## config.mk

```make
export PLATFORM = sky130hd
export DESIGN_NAME = spi_target
export DESIGN_NICKNAME = d
export VERILOG_FILES = /design/src/rtl/spi_pkg.sv /design/src/rtl/spi_sync.sv /design/src/rtl/spi_target.sv
export SDC_FILE = /design/constraint.sdc
export NUM_CORES = 1
export LEC_CHECK = 0
export BUFFER_PORTS_ARGS = -buffer_cell sky130_fd_sc_hd__buf_2
export CAP_MARGIN = 20
export CORE_MARGIN = 3
export CORE_UTILIZATION = 30
export CTS_CLUSTER_DIAMETER = 150
export DETAILED_ROUTE_END_ITERATION = 12
export GPL_TIMING_DRIVEN = 1
export MAX_ROUTING_LAYER = met4
export PLACE_DENSITY = 0.45
export SLEW_MARGIN = 20
export SYNTH_ARGS = -nofsm -noshare
export SYNTH_HDL_FRONTEND = slang
export SYNTH_SLANG_ARGS = --single-unit
```

## constraint.sdc

```tcl
create_clock -name clk_25 -period 2.2 [get_ports clk_25]
set_input_delay 0.22 -clock clk_25 [delete_from_list [all_inputs] [get_ports clk_25]]
set_output_delay 0.22 -clock clk_25 [all_outputs]
set_load 0.01 [all_outputs]
```

## src/rtl/spi_pkg.sv

```systemverilog
// Shared definitions for the SPI target: FSM state encoding and word defaults.
package spi_pkg;

  localparam int         SPI_WORD_W    = 8;
  localparam logic [7:0] SPI_IDLE_WORD = 8'hFF;

  typedef enum logic [1:0] {
    ST_IDLE,
    ST_LOAD,
    ST_SHIFT
  } spi_state_e;

endpackage

```

## src/rtl/spi_sync.sv

```systemverilog
// Two-flop synchroniser for one asynchronous SPI pin, with a selectable reset value.
module spi_sync #(
  parameter logic RST_VAL = 1'b0
) (
  input  logic clk_i,
  input  logic rst_ni,
  input  logic d_i,
  output logic q_o
);

  logic [1:0] sync_q;

  always_ff @(posedge clk_i or negedge rst_ni) begin
    if (!rst_ni) sync_q <= {2{RST_VAL}};
    else         sync_q <= {sync_q[0], d_i};
  end

  assign q_o = sync_q[1];

endmodule

```

## src/rtl/spi_target.sv

```systemverilog
// SPI mode-0 target, MSB first, oversampled by clk_25, with a one-word TX holding register.
// Define SPI_TARGET_STATUS_EN to build the sticky underrun/frame_err flags.
module spi_target
  import spi_pkg::*;
#(
  parameter int                DATA_W    = SPI_WORD_W,
  parameter logic [DATA_W-1:0] IDLE_WORD = DATA_W'(SPI_IDLE_WORD)
) (
  input  logic              clk_25,
  input  logic              rst_n,
  input  logic              spi_sck,
  input  logic              spi_cs_n,
  input  logic              spi_mosi,
  output logic              spi_miso,
  output logic [DATA_W-1:0] rx_data,
  output logic              rx_valid,
  input  logic [DATA_W-1:0] tx_data,
  input  logic              tx_valid,
  output logic              tx_ready,
  output logic              busy,
  input  logic              status_clr,
  output logic              underrun,
  output logic              frame_err
);

  localparam int CNT_W = $clog2(DATA_W) + 1;

  logic sck_s, cs_n_s, mosi_s;
  logic sck_prev_q, cs_n_prev_q;

  // Reset values chosen so the post-reset pins never look like an edge
  spi_sync #(.RST_VAL(1'b0)) u_sync_sck  (.clk_i(clk_25), .rst_ni(rst_n), .d_i(spi_sck),  .q_o(sck_s));
  spi_sync #(.RST_VAL(1'b1)) u_sync_cs   (.clk_i(clk_25), .rst_ni(rst_n), .d_i(spi_cs_n), .q_o(cs_n_s));
  spi_sync #(.RST_VAL(1'b0)) u_sync_mosi (.clk_i(clk_25), .rst_ni(rst_n), .d_i(spi_mosi), .q_o(mosi_s));

  always_ff @(posedge clk_25 or negedge rst_n) begin
    if (!rst_n) begin
      sck_prev_q  <= 1'b0;
      cs_n_prev_q <= 1'b1;
    end else begin
      sck_prev_q  <= sck_s;
      cs_n_prev_q <= cs_n_s;
    end
  end

  logic sck_rise, sck_fall, cs_fall, cs_rise;
  assign sck_rise = sck_s & ~sck_prev_q;
  assign sck_fall = ~sck_s & sck_prev_q;
  assign cs_fall  = ~cs_n_s & cs_n_prev_q;
  assign cs_rise  = cs_n_s & ~cs_n_prev_q;

  spi_state_e        state_q;
  logic [CNT_W-1:0]  bit_cnt_q;
  logic [DATA_W-1:0] tx_sr_q, rx_sr_q, hold_q, rx_data_q;
  logic              hold_full_q, rx_valid_q;

  logic              in_shift, reload, idle_load, mid_word, tx_push, word_end;
  logic [DATA_W-1:0] rx_word_d, reload_word_d;

  always_comb begin
    in_shift      = (state_q == ST_SHIFT);
    word_end      = (bit_cnt_q == CNT_W'(DATA_W));
    reload        = !cs_rise && ((state_q == ST_LOAD) || (in_shift && sck_fall && word_end));
    idle_load     = reload && !hold_full_q;
    reload_word_d = hold_full_q ? hold_q : IDLE_WORD;
    // A boundary (count 0 or DATA_W) is not mid-word; a loaded TX word is simply lost
    mid_word      = in_shift && cs_rise && (bit_cnt_q != '0) && !word_end;
    tx_push       = tx_valid && !hold_full_q;
    rx_word_d     = {rx_sr_q[DATA_W-2:0], mosi_s};
  end

  always_ff @(posedge clk_25 or negedge rst_n) begin
    if (!rst_n) begin
      state_q     <= ST_IDLE;
      bit_cnt_q   <= '0;
      tx_sr_q     <= '0;
      rx_sr_q     <= '0;
      hold_q      <= '0;
      hold_full_q <= 1'b0;
      rx_data_q   <= '0;
      rx_valid_q  <= 1'b0;
    end else begin
      rx_valid_q <= 1'b0;

      // Push and reload-from-full are exclusive, so a same-cycle push is never lost
      if (tx_push) begin
        hold_q      <= tx_data;
        hold_full_q <= 1'b1;
      end else if (reload && hold_full_q) begin
        hold_full_q <= 1'b0;
      end

      if (reload)                           tx_sr_q <= reload_word_d;
      else if (in_shift && sck_fall && !cs_rise) tx_sr_q <= tx_sr_q << 1;

      if (cs_rise) begin
        state_q   <= ST_IDLE;
        bit_cnt_q <= '0;
        rx_sr_q   <= '0;
      end else begin
        case (state_q)
          ST_IDLE: if (cs_fall) state_q <= ST_LOAD;
          ST_LOAD: state_q <= ST_SHIFT;
          ST_SHIFT: begin
            if (sck_rise) begin
              rx_sr_q   <= rx_word_d;
              bit_cnt_q <= bit_cnt_q + 1'b1;
              if (bit_cnt_q == CNT_W'(DATA_W - 1)) begin
                rx_data_q  <= rx_word_d;
                rx_valid_q <= 1'b1;
              end
            end else if (sck_fall && word_end) begin
              bit_cnt_q <= '0;
            end
          end
          default: state_q <= ST_IDLE;
        endcase
      end
    end
  end

  assign busy     = (state_q != ST_IDLE);
  assign spi_miso = busy & tx_sr_q[DATA_W-1];
  assign rx_data  = rx_data_q;
  assign rx_valid = rx_valid_q;
  assign tx_ready = ~hold_full_q;

`ifdef SPI_TARGET_STATUS_EN
  logic underrun_q, frame_err_q;

  // Set wins over a simultaneous clear
  always_ff @(posedge clk_25 or negedge rst_n) begin
    if (!rst_n) begin
      underrun_q  <= 1'b0;
      frame_err_q <= 1'b0;
    end else begin
      underrun_q  <= idle_load | (underrun_q & ~status_clr);
      frame_err_q <= mid_word | (frame_err_q & ~status_clr);
    end
  end

  assign underrun  = underrun_q;
  assign frame_err = frame_err_q;
`else
  logic unused_status;
  assign unused_status = ^{status_clr, idle_load, mid_word};
  assign underrun      = 1'b0;
  assign frame_err     = 1'b0;
`endif

endmodule

```

==> results.ini <==
[placed_design]
portBuffers = 25
place_ws_ns = 0.410
gp_congestion = 0.748
dp_hpwl_um = 2430

[floorplan]
start_util_pct = 32.2
num_io_pins = 29
die-width_um = 87.3
rows = 28
coreArea_um2 = 6170
dieArea_um2 = 7620
die_h_um = 87.3

[yosys]
syn_avg_cell_area_um2 = 12.5
async_flop_share_pct = 100
netlist_area_um2 = 1980
ys_warn_count = 0
syn_inst = 159
synth_edf_count = 0
synth.yosys.seq_area_share_pct = 59.5
yosys_most_used_dff = dfrtp_1
yosysUniqueCellTypes = 33
synth_seq_cells = 47

[timing]
maxSlewHeadroom_pct = 60.3
grt_setup_unrepaired = false
finalCriticalPeriod_ns = 1.78
setup_ws_ns = 0.425
fin_crit_sh_pct = 80.7
clock_skew_ns = 0.00865
max_freq_mhz = 563
drv_slew = 0
tns_ns = 0
holdWs_ns = -0.0000315
report.final.hold_viol_count = 1
setup_viol_count_final = 0
tightestPinTransition_ns = 0.596

[route]
wl_per_cell_um = 12.9
via_count = 1193
finalWirelength_um = 3440
first_pass_iters = 2
post_drt_via_cell_ratio = 4.48
drtAntennaViolNets = 0
drc = 0
drt_iter0_drc = 50

[global_route]
busiest_layer = met2
grt_max_degree = 48
grt.met1_usage_pct = 13.3
grt.total_usage_pct = 10.5
grtUsageMet3_pct = 3.60
grt_overflow = 0
grt_pass1_wl_um = 6060
antenna_found_initial = 0
grt_pass1_vias = 1293
met2_usage_pct = 15.5

[setup_path]
cp_num_buf_inv = 1
crit_required_ns = 2.38
crit_slowest_cell = dfstp_2
reg2reg_slack_ns = 0.42
crit_arrival_ns = 1.95
cp-end-kind = flip-flop
critPathMaxStageDelay_ns = 0.52
crit_type = reg2reg
reg2reg_depth = 5
r2r_start = cs_n_prev_q
start_kind = flip-flop
crit_fanout = 9
crit_family = flip-flops
path_cells = inv_1 -> ha_1 -> nor2_1 -> nand4_2 -> mux2_2
rr_endpoint = rx_data[2]

[pwr]
finalPower_w = 0.00222
irDropWorstVdd_mv = 0.365
p_int_w = 0.00156
seqPwrFrac_pct = 52.8
power.net_switching_w = 0.000659
leakage_nw = 1.13
sw_frac_of_total_pct = 29.7
p_clk_share_pct = 22.5
power_frac_comb_pct = 24.8
p_per_area_nw_per_um2 = 970

[clocking]
cts_buffer_depth = 2
cts.sink_count = 47
cts_tree = done
insertion_delay_ns = 0.29
clkSlewWorstSetupHoldPaths_ns = 0.09
clockRootBuffer = clkbuf_8
htree_levels = 2
cts_buffers = 5
post-cts-setup-buffer-count = 0

[finish]
post-route-util_pct = 37.1
drive_above_1_share_pct = 31.9
fin_nets = 208
n_antenna_cell = 0
final.fill_count = 617
multiInputGateArea_um2 = 744
seqCellArea_um2 = 1180
syn2layout_area_growth_pct = 15.3

[job]
drv_cap = 0

[run_status]
status = complete, but fails checks
violations = hold timing

[worst_hold_path]
hold_class = in2async

## worst max path at each step
| stage | from | endpoint | slack, ns | cells past startpoint |
|---|---|---|---|---|
| floorplan | cs_n_prev_q | rx_data[0] | 0.56 | 6 |
| global placement | cs_n_prev_q | rx_data[1] | 0.47 | 5 |
| detailed placement | cs_n_prev_q | rx_data[6] | 0.41 | 5 |
| CTS | cs_n_prev_q | rx_data[2] | 0.38 | 5 |
| global route | cs_n_prev_q | rx_data[2] | 0.29 | 5 |
| finish | cs_n_prev_q | rx_data[2] | 0.42 | 5 |
## state kept, by name, summed over array words and instances, names as in the netlist
signal              count
u_sync_mosi.sync_q      2
u_sync_cs.sync_q        2
sck_prev_q              1
rx_data                 8
bit_cnt_q               4
rx_valid                1
state_q                 2
cs_n_prev_q             1
rx_sr_q                 7
hold_full_q             1
hold_q                  8
u_sync_sck.sync_q       2
tx_sr_q                 8
## metal layers
metal | routed length [µm] | share of wire, % | vias up
li1 | - | - | 590
met1 | 1710 | 50 | 583
met2 | 1570 | 46 | 18
met3 | 137 | 4.0 | 2
met4 | 29 | 0.84 | 0
met5 | 0 | 0 | -
## area by class of cell
type | count | share of cell area, %
flip-flops and latches | 47 | 51.6
multi-input cells | 100 | 32.5
repair buffers | 30 | 7.22
well taps | 75 | 4.10
clock buffers | 7 | 3.34
inverters | 6 | 0.985
clock inverters | 1 | 0.219
## cells in the mapped netlist, types with 2 or more instances
library cell / number / area share (%)
dfrtp_1: 44 / 56
mux2_2: 16 / 9.1
mux2i_1: 14 / 7.1
nor2_1: 12 / 2.3
nand2b_1: 10 / 3.2
nand2_1: 9 / 1.7
o21ai_1: 7 / 1.8
inv_1: 6 / 1.1
a21oi_1: 5 / 1.3
buf_4: 3 / 1.1
dfstp_2: 3 / 4.0
ha_1: 3 / 1.9
nor2b_1: 3 / 0.95
and4bb_2: 2 / 1.3
buf_2: 2 / 0.50
clkbuf_1: 2 / 0.38
or2_2: 2 / 0.63
## stage by stage
stage	cell area, µm²	std cells
floorplan	1990	160
global placement	2200	257
detailed placement	2200	257
CTS	2280	265
global route	2290	266
finish	2290	266
## kinds of logic after synthesis
family | synth area share (%)
buf+inv | 3.15
compound gates | 5.74
mux | 16.2
xor+xnor | 0.442
other cells | 0.189
flops | 59.5
simple gates | 12.9
fa+ha+maj | 1.89
## layout by cell type, fill, tap and decap left out, drive strengths merged, types with 3 or more instances in the layout
master	n
nand2	9
mux2	16
nor2b	3
clkbuf	7
dfrtp	44
inv	6
nand2b	10
o21ai	9
ha	3
mux2i	14
a21oi	6
buf	29
nor2	12
dfstp	3
## repair_timing
item | in CTS | in global routing
hold buffers | 0 | 1
gates resized for setup | 0 | 0
hold endpoints to repair | 0 | 1
## worst register-to-register path: stages (launching register included)
cell and delay, ns:
dfstp_2 0.52, inv_1 0.04, ha_1 0.22, nor2_1 0.19
nand4_2 0.32, mux2_2 0.38
## power by group through the flow
stage	Sequential, W	Clock [W]	Combinational, W
finish	0.00117	0.000498	0.000550
global route	0.00120	0.000564	0.000632
CTS	0.00118	0.000527	0.000564
detailed placement	0.00119	0	0.000563
global placement	0.00118	0	0.000547
floorplan	0.00115	0	0.000443
(Power assumes the default switching activity.)
